==> config.mk <==
export PLATFORM = sky130hd
export DESIGN_NAME = dq_lane_dly_seq
export DESIGN_NICKNAME = d
export VERILOG_FILES = /design/src/rtl/dq_lane_dly_seq.sv
export SDC_FILE = /design/constraint.sdc
export NUM_CORES = 1
export LEC_CHECK = 0
export CAP_MARGIN = 20
export CORE_ASPECT_RATIO = 1.2
export CORE_MARGIN = 4
export CORE_UTILIZATION = 50
export CTS_CLUSTER_SIZE = 14
export DETAILED_ROUTE_END_ITERATION = 6
export PLACE_DENSITY = 0.68
export SLEW_MARGIN = 20
export SYNTH_ARGS = -nofsm -noshare
export SYNTH_HDL_FRONTEND = slang
export SYNTH_SLANG_ARGS = --single-unit
==> constraint.sdc <==
create_clock -name clk_div -period 9.55 [get_ports clk_div]
set_input_delay 0.955 -clock clk_div [delete_from_list [all_inputs] [get_ports clk_div]]
set_output_delay 0.955 -clock clk_div [all_outputs]
set_load 0.02 [all_outputs]
==> src/rtl/dq_lane_dly_seq.sv <==
// Delay-programming sequencer for one DDR3 byte lane: shadows per-bit idelay/odelay
// values, walks dirty entries on apply and fires one lane-wide load pulse.
module dq_lane_dly_seq #(
  parameter int unsigned          NUM_DQ     = 9,
  parameter int unsigned          ADDR_WIDTH = 5,
  parameter int unsigned          DLY_WIDTH  = 8,
  parameter int unsigned          LD_GAP     = 2,
  parameter logic [DLY_WIDTH-1:0] DLY_INIT   = '0
) (
  input  logic                  clk_div,
  input  logic                  rst,
  input  logic [ADDR_WIDTH-1:0] wr_addr,
  input  logic [DLY_WIDTH-1:0]  wr_data,
  input  logic                  wr_valid,
  output logic                  wr_ready,
  input  logic                  apply,
  input  logic [ADDR_WIDTH-1:0] rd_addr,
  output logic [DLY_WIDTH-1:0]  rd_data,
  output logic                  busy,
  output logic                  done,
  output logic [DLY_WIDTH-1:0]  dly_data,
  output logic [NUM_DQ-1:0]     set_idelay,
  output logic [NUM_DQ-1:0]     set_odelay,
  output logic [NUM_DQ-1:0]     ld_idelay,
  output logic [NUM_DQ-1:0]     ld_odelay
);

  localparam int unsigned NUM_ENT = 2 * NUM_DQ;
  localparam int unsigned ENT_W   = $clog2(NUM_ENT);
  localparam int unsigned BIT_W   = ADDR_WIDTH - 1;

  typedef enum logic [2:0] {IDLE, WALK, GAP, LOAD, DONE} state_t;

  state_t                 state, state_nx;
  logic [ENT_W-1:0]       idx, idx_nx;
  logic [3:0]             gap_cnt, gap_nx;
  logic                   pending, pending_nx;
  logic [NUM_DQ-1:0]      mask_i, mask_i_nx, mask_o, mask_o_nx;
  logic                   busy_nx, done_nx;
  logic [DLY_WIDTH-1:0]   dly_nx;
  logic [NUM_DQ-1:0]      set_i_nx, set_o_nx, ld_i_nx, ld_o_nx;
  logic [DLY_WIDTH-1:0]   shadow [NUM_ENT];
  logic [NUM_ENT-1:0]     dirty, clr_dirty;
  logic                   is_out;
  logic [NUM_DQ-1:0]      bit_oh;
  logic                   wr_ok, rd_ok, wr_hit;
  logic [ENT_W-1:0]       wr_ent, rd_ent;

  // Entry index is {sel_out, bit} flattened to sel_out*NUM_DQ + bit (the walk order).
  function automatic logic [ENT_W-1:0] ent_of(input logic [ADDR_WIDTH-1:0] a);
    ent_of = a[ADDR_WIDTH-1] ? ENT_W'(NUM_DQ + 32'(a[BIT_W-1:0])) : ENT_W'(a[BIT_W-1:0]);
  endfunction

  assign wr_ok    = 32'(wr_addr[BIT_W-1:0]) < NUM_DQ;
  assign rd_ok    = 32'(rd_addr[BIT_W-1:0]) < NUM_DQ;
  assign wr_ent   = ent_of(wr_addr);
  assign rd_ent   = ent_of(rd_addr);
  assign wr_ready = ~busy;
  assign wr_hit   = wr_valid & wr_ready & wr_ok;

  // A write landing on the entry being walked keeps it dirty for the next apply.
  always_ff @(posedge clk_div or posedge rst) begin
    if (rst) begin
      for (int unsigned e = 0; e < NUM_ENT; e++) shadow[e] <= DLY_INIT;
      dirty   <= '1;
      rd_data <= '0;
    end else begin
      for (int unsigned e = 0; e < NUM_ENT; e++) begin
        if (wr_hit && wr_ent == ENT_W'(e)) begin
          shadow[e] <= wr_data;
          dirty[e]  <= 1'b1;
        end else if (clr_dirty[e]) begin
          dirty[e] <= 1'b0;
        end
      end
      rd_data <= rd_ok ? shadow[rd_ent] : '0;
    end
  end

  always_ff @(posedge clk_div or posedge rst) begin
    if (rst) begin
      state      <= IDLE;
      idx        <= '0;
      gap_cnt    <= '0;
      pending    <= 1'b0;
      mask_i     <= '0;
      mask_o     <= '0;
      busy       <= 1'b0;
      done       <= 1'b0;
      dly_data   <= '0;
      set_idelay <= '0;
      set_odelay <= '0;
      ld_idelay  <= '0;
      ld_odelay  <= '0;
    end else begin
      state      <= state_nx;
      idx        <= idx_nx;
      gap_cnt    <= gap_nx;
      pending    <= pending_nx;
      mask_i     <= mask_i_nx;
      mask_o     <= mask_o_nx;
      busy       <= busy_nx;
      done       <= done_nx;
      dly_data   <= dly_nx;
      set_idelay <= set_i_nx;
      set_odelay <= set_o_nx;
      ld_idelay  <= ld_i_nx;
      ld_odelay  <= ld_o_nx;
    end
  end

  always_comb begin
    state_nx   = state;
    idx_nx     = idx;
    gap_nx     = gap_cnt;
    pending_nx = pending | (apply & (state != IDLE));
    mask_i_nx  = mask_i;
    mask_o_nx  = mask_o;
    busy_nx    = 1'b0;
    done_nx    = 1'b0;
    dly_nx     = '0;
    set_i_nx   = '0;
    set_o_nx   = '0;
    ld_i_nx    = '0;
    ld_o_nx    = '0;
    clr_dirty  = '0;
    is_out     = 32'(idx) >= NUM_DQ;
    bit_oh     = NUM_DQ'(1) << (is_out ? 32'(idx) - NUM_DQ : 32'(idx));
    unique case (state)
      IDLE: begin
        if (apply) begin
          state_nx  = WALK;
          idx_nx    = '0;
          mask_i_nx = '0;
          mask_o_nx = '0;
          busy_nx   = 1'b1;
        end
      end
      WALK: begin
        busy_nx = 1'b1;
        if (dirty[idx]) begin
          dly_nx         = shadow[idx];
          clr_dirty[idx] = 1'b1;
          if (is_out) begin
            set_o_nx  = bit_oh;
            mask_o_nx = mask_o | bit_oh;
          end else begin
            set_i_nx  = bit_oh;
            mask_i_nx = mask_i | bit_oh;
          end
        end
        if (idx == ENT_W'(NUM_ENT - 1)) begin
          gap_nx   = '0;
          state_nx = (LD_GAP == 0) ? LOAD : GAP;
        end else begin
          idx_nx = idx + ENT_W'(1);
        end
      end
      GAP: begin
        busy_nx = 1'b1;
        gap_nx  = gap_cnt + 4'd1;
        if (32'(gap_cnt) + 1 >= LD_GAP) state_nx = LOAD;
      end
      LOAD: begin
        busy_nx  = 1'b1;
        ld_i_nx  = mask_i;
        ld_o_nx  = mask_o;
        state_nx = DONE;
      end
      DONE: begin
        done_nx = 1'b1;
        if (pending | apply) begin
          state_nx   = WALK;
          idx_nx     = '0;
          mask_i_nx  = '0;
          mask_o_nx  = '0;
          pending_nx = 1'b0;
        end else begin
          state_nx = IDLE;
        end
      end
      default: state_nx = IDLE;
    endcase
  end

endmodule

After elaboration in Yosys (flattened, before gate mapping)
Cells that the tools add are included.
{"block": "totals", "latch_bits": 0, "rom_bits": 0, "reg_bits": 247, "memories": 0, "out_inout_bits": 55, "inputBits": 22, "ram_bits": 0, "elab_cells": 239}
{"block": "classes", "n_mux": 86, "order_cmp": 8, "n_mul": 0, "n_eq_ne": 30, "add_sub_neg": 6, "div": 0, "shifts": 1, "n_reduce_logical": 48, "n_bitwise": 10}
{"op": "$mux W9", "count": 14}
{"op": "$bmux W8 S5", "count": 2}
{"op": "$mux W8", "count": 7}
{"op": "$pmux W9 S3", "count": 2}
{"op": "$mux W1", "count": 43}
{"op": "$eq A5 B4 Y1 const B", "count": 8}
{"op": "$reduce_bool A2 Y1", "count": 19}
{"op": "$mux W18", "count": 2}
{"op": "$mux W32", "count": 1}
{"op": "$shl A1 B32 Y9 const A", "count": 1}
{"op": "$mux W5", "count": 5}
{"op": "$eq A5 B3 Y1 const B", "count": 4}
{"op": "$logic_and A1 B1 Y1", "count": 19}
{"op": "$or A9 B9 Y9", "count": 2}
{"op": "$ne A2 B2 Y1 const B", "count": 8}
{"op": "$eq A5 B5 Y1 const B", "count": 3}
{"op": "$pmux W3 S5", "count": 1}
{"op": "$pmux W5 S3", "count": 1}
{"op": "$ge A6 B6 Y1 const B", "count": 2}
{"op": "$not A5 Y6", "count": 2}
{"op": "$add A4 B4 Y5 const A", "count": 2}
{"op": "$eq A5 B2 Y1 const B", "count": 2}
{"op": "$reduce_and A5 Y1", "count": 2}
{"op": "$mux W3", "count": 3}
{"op": "other kinds (28)", "count": 34}

Depth between registers and ports, before layout
{"block": "depth", "word_depth": 8, "depth_mapped": 10}

Worst setup path before layout
Ideal clock, no wire load.
{"block": "synth_timing", "path_kind": "input to register", "from": "input port wr_addr[0]", "to": "register shadow[120] in the netlist's numbering", "stages": 8, "arrival_ps": 2810, "path_slack_ps": 6615, "cell_sequence": "buf_2 > inv_1 > ha_1 > nand2b_4 > a221oi_2 > a21boi_2 > nor3b_4 > mux2_2"}
{"block": "synth_between", "elab_chain_cells": 4, "word_cells_on_any_way": 6, "cone_classes": "add/sub: 1; order compare: 1; eq/ne: 1; mux: 1; bitwise: 1; reduce/logical: 1"}
{"item": "start, declared", "line": "12", "text": "input logic [ADDR_WIDTH-1:0] wr_addr,"}
{"item": "$add A4 B4 Y5", "line": "51", "text": "ent_of = a[ADDR_WIDTH-1] ? ENT_W'(NUM_DQ + 32'(a[BIT_W-1:0])) : ENT_W'(a[BIT_W-1:0]);"}
{"item": "$mux W5", "line": "51"}
{"item": "$eq A5 B2 Y1", "line": "69", "text": "if (wr_hit && wr_ent == ENT_W'(e)) begin"}
{"item": "$logic_and A1 B1 Y1 *", "line": "69"}
{"item": "end signal, assigned by index", "line": "70", "text": "shadow[e] <= wr_data;"}
{"item": "end, declared", "line": "42", "text": "logic [DLY_WIDTH-1:0] shadow [NUM_ENT];"}
Mark *: on every way between the ends. The rest lies on a longest branch, timed or not.
A chain may end at the register's enable or synchronous reset.

Final worst setup path
{"block": "layout_timing", "from": "register idx[0]", "to": "register mask_o[6]"}
{"block": "layout_between", "elab_chain_cells": 7, "word_cells_on_any_way": 13, "cone_classes": "add/sub: 1; order compare: 1; eq/ne: 2; shift: 1; mux: 6; bitwise: 1; reduce/logical: 1"}
{"item": "start, declared", "line": "35", "text": "logic [ENT_W-1:0] idx, idx_nx;"}
{"item": "start signal, assigned", "line": "97", "text": "idx <= idx_nx;"}
{"item": "$sub A5 B4 Y6 or $ge A5 B4 Y1 (tied branches)", "line": "128, 127"}
{"item": "$mux W32", "line": "128", "text": "bit_oh = NUM_DQ'(1) << (is_out ? 32'(idx) - NUM_DQ : 32'(idx));"}
{"item": "$shl A1 B32 Y9", "line": "128"}
{"item": "$or A9 B9 Y9", "line": "146", "text": "mask_o_nx = mask_o | bit_oh;"}
{"item": "$mux W9", "line": "144", "text": "if (is_out) begin"}
{"item": "$mux W9", "line": "141", "text": "if (dirty[idx]) begin"}
{"item": "$pmux W9 S3", "line": "129", "text": "unique case (state)"}
{"item": "end signal, assigned", "line": "101", "text": "mask_o <= mask_o_nx;"}
{"item": "end, declared", "line": "38", "text": "logic [NUM_DQ-1:0] mask_i, mask_i_nx, mask_o, mask_o_nx;"}
Several ways; a longest one is shown, not always the timed one. The select of a mux whose other input is x is not followed.

==> flow_metrics.env <==
export IMPL_htreeDepth=1
export IMPL_combPwrFrac_pct=30.5
export IMPL_antenna_found_initial=1
export IMPL_required_ns=9.94
export IMPL_start_util_pct=51.0
export IMPL_ys_seq_area_share_pct=48.8
export IMPL_syn_instance_count=1025
export IMPL_design_area_sq_um=14600
export IMPL_routed_via_count=8755
export IMPL_hold_class="flip-flop to flip-flop"
export IMPL_power_density_nw_per_um2=240
export IMPL_track_usage_pct=23.0
export IMPL_switching_power_mw=1.22
export IMPL_nFillCells=2104
export IMPL_slew_headroom_pct=33.9
export IMPL_hold_worst_slack_ns=0.465
export IMPL_yosys_warnings=0
export IMPL_drc=0
export IMPL_port_buffers=76
export IMPL_synthTopCellsByArea="dfrtp_1 (45%), mux2_2 (14%), mux4_2 (10%)"
export IMPL_post_cts_repair_setup_buffers=0
export IMPL_ys_ff_latch=247
export IMPL_dpl_instance_area_sq_um=13600
export IMPL_ant_nets=0
export IMPL_grt_pass1_wl_microns=51300
export IMPL_clk_pin_slew_worst_paths_ns=0.07
export IMPL_setup_worst_path_start_class="flip-flop"
export IMPL_avgSynthCellArea_sq_um=12.4
export IMPL_cts_resized=0
export IMPL_die_x_microns=154
export IMPL_fin_skew_ns=0.0147
export IMPL_seqPwrFrac_pct=38.3
export IMPL_critPathKind="flip-flop to flip-flop"
export IMPL_core_area_sq_um=24900
export IMPL_tightest_slew_ns=0.991
export IMPL_setup_violations=0
export IMPL_layout_drive_gt1_share_pct=28.9
export IMPL_final_hold_violation_count=0
export IMPL_tns_ns=0
export IMPL_synth_largest_area_cell="dfrtp_1"
export IMPL_cp_top_family="compound AO/OA/AOI/OAI gates"
export IMPL_internal_power_mw=2.27
export IMPL_dr_pass1_iters=5
export IMPL_cap_violations=0
export IMPL_leakage_nw=6.37
export IMPL_netlist_area_leader_share_pct=45.1
export IMPL_vias_per_cell=6.19
export IMPL_cts_max_path_buffers=3
export IMPL_cp_num_buf_inv=1
export IMPL_dp_hpwl_microns=21000
export IMPL_final_nets=1100
export IMPL_clock_sinks=247
export IMPL_die_h_microns=183
export IMPL_slowest_stage="buf_4"
export IMPL_clock_latency_ns=0.55
export IMPL_status="finished clean"
export IMPL_syn2layout_area_growth_pct=14.6
export IMPL_maxSlewViolCount=0
export IMPL_cp_cell_sequence="buf_4, mux2i_1, o32ai_4, a221o_4, o21ai_4, o41ai_1"
export IMPL_grt_pass1_vias=8940
export IMPL_crit_fanout=37
export IMPL_fmax_mhz=289
export IMPL_grt_setup_unrepaired="false"
export IMPL_ios=77
export IMPL_cts_buffers=27
export IMPL_end_kind="flip-flop"
export IMPL_routed_wl_microns=32500
export IMPL_synth_edf_count=0
export IMPL_max_stage_delay_ns=0.69
export IMPL_ys_async_sr_fraction_pct=100
export IMPL_syn_area_sq_um=12700
export IMPL_dr_first_iter_drc_count=583
export IMPL_cp_arrival_ns=3.85
export IMPL_ys_flop_type="dfrtp_1"
export IMPL_rows=63
export IMPL_vdd_drop_max_mv=0.179
export IMPL_swShare_pct=34.9
export IMPL_cts_tree="built"
export IMPL_root_buffer="clkbuf_16"
export IMPL_period_needed_ns=3.46
export IMPL_hold_buffers=0
export IMPL_place_congestion=0.850
export IMPL_grt_overflow=0
export IMPL_antenna_cells=0
export IMPL_routedWlPerCell_microns=23.0
export IMPL_synth_cell_types=74
export IMPL_syn_nets=1057
export IMPL_grt_max_degree=134
export IMPL_clock_power_share_pct=31.2
export IMPL_timing_final_crit_share_pct=36.2
export IMPL_die_area_sq_um=28000
-- cell usage in the layout, fill, tap and decap left out, types with 7 or more instances in the layout --
cell,n
nand3_1,27
inv_1,17
dfstp_2,18
o2111ai_1,11
nand2_1,94
nand2b_1,11
dfrtp_1,227
mux2_2,155
nor2b_1,8
buf_4,11
nor2_1,33
nor3_1,24
o22ai_1,13
a21oi_1,43
clkbuf_16,27
and2_1,28
clkdlybuf4s50_1,76
o31ai_1,13
o21ai_0,19
ha_1,10
nor4_1,7
a311oi_1,7
mux4_2,57
clkbuf_1,8
mux2i_1,24
-- sequential cells by signal, indices dropped and copies added (netlist names) --
signal	count
mask_i	9
ld_idelay	9
done	1
dirty	18
shadow	144
state	3
set_odelay	9
ld_odelay	9
set_idelay	9
dly_data	8
idx	5
busy	1
gap_cnt	4
pending	1
mask_o	9
rd_data	8
-- worst register-to-register path, cell delays in order, from the launching register on --
cell and delay [ns]:
dfrtp_4 0.68, buf_4 0.70, mux2i_1 0.49, o32ai_4 0.14, a221o_4 0.41, o21ai_4 0.67, o41ai_1 0.22
-- metal layers --
metal	up-vias	routed length (microns)	share of wire (%)	GRT usage, %
li1	3886	-	-	-
met2	272	16700	52	40.5
met4	2	946	2.9	7.35
met1	4529	13000	40	29.1
met3	66	1740	5.4	4.03
met5	-	13	0.040	0
-- Yosys cell counts (all sizes together), types with 22 or more instances --
cell type	number
nand3	27
dfrtp	229
a21oi	44
nor3	25
nand2	94
mux2i	25
mux2	157
buf	36
and2	28
o21ai	22
mux4	57
clkbuf	37
nor2	35
-- final timing paths --
check | slack [ns] | depth (start not counted) | from | end
hold reg to reg | 0.46 | 2 | mask_o[5] | mask_o[5]
setup / recovery | 6.09 | 6 | idx[0] | mask_o[6]
max in group asynchronous | 7.09 | 3 | rst | rd_data[3]
min in group asynchronous | 0.98 | 2 | rst | shadow[97]
setup reg to reg | 6.09 | 6 | idx[0] | mask_o[6]
hold / removal | 0.46 | 2 | mask_o[5] | mask_o[5]
-- logic make-up (layout without fill, tap and decap cells) --
family | after synthesis | after routing | share of synthesized area, %
DFF | 247 | 247 | 48.8
buffers and inverters | 91 | 155 | 3.33
AOI/OAI and AO/OA | 164 | 164 | 9.27
xor gates and xnor gates | 5 | 5 | 0.404
adders and majority gates | 10 | 10 | 0.985
and+or+nand+nor | 269 | 269 | 11.2
muxes | 239 | 239 | 26.0
-- power groups by stage --
stage	sequential [mW]	combinational [mW]	clock, mW
global route	1.36	1.15	1.15
global placement	1.35	1.05	0
finish	1.34	1.06	1.09
CTS	1.34	1.06	1.11
floorplan	1.30	0.818	0
detailed placement	1.35	1.06	0
-- cell type report --
type / instances / area [sq um] / area share (%)
flip-flops and latches: 247 / 6210 / 42.7
multi-input cells: 687 / 6100 / 41.9
repair buffers: 87 / 843 / 5.79
clock buffers: 38 / 747 / 5.13
well taps: 325 / 407 / 2.79
clock inverters: 12 / 173 / 1.19
inverters: 18 / 75.1 / 0.516
-- metrics by stage --
stage          setup slack (ns)  utilization, %  power, mW  instances
2_1_floorplan              1.84               -       2.12       1025
3_3_place_gp               5.60            54.7       2.39       1364
6_report                   6.09            58.4       3.49       1414
5_1_grt                    5.88            58.4       3.65       1414
4_1_cts                    6.06            58.4       3.50       1414
3_5_place_dp               5.54            54.7       2.41       1364
Note: power is estimated with default switching activity, not from simulation.
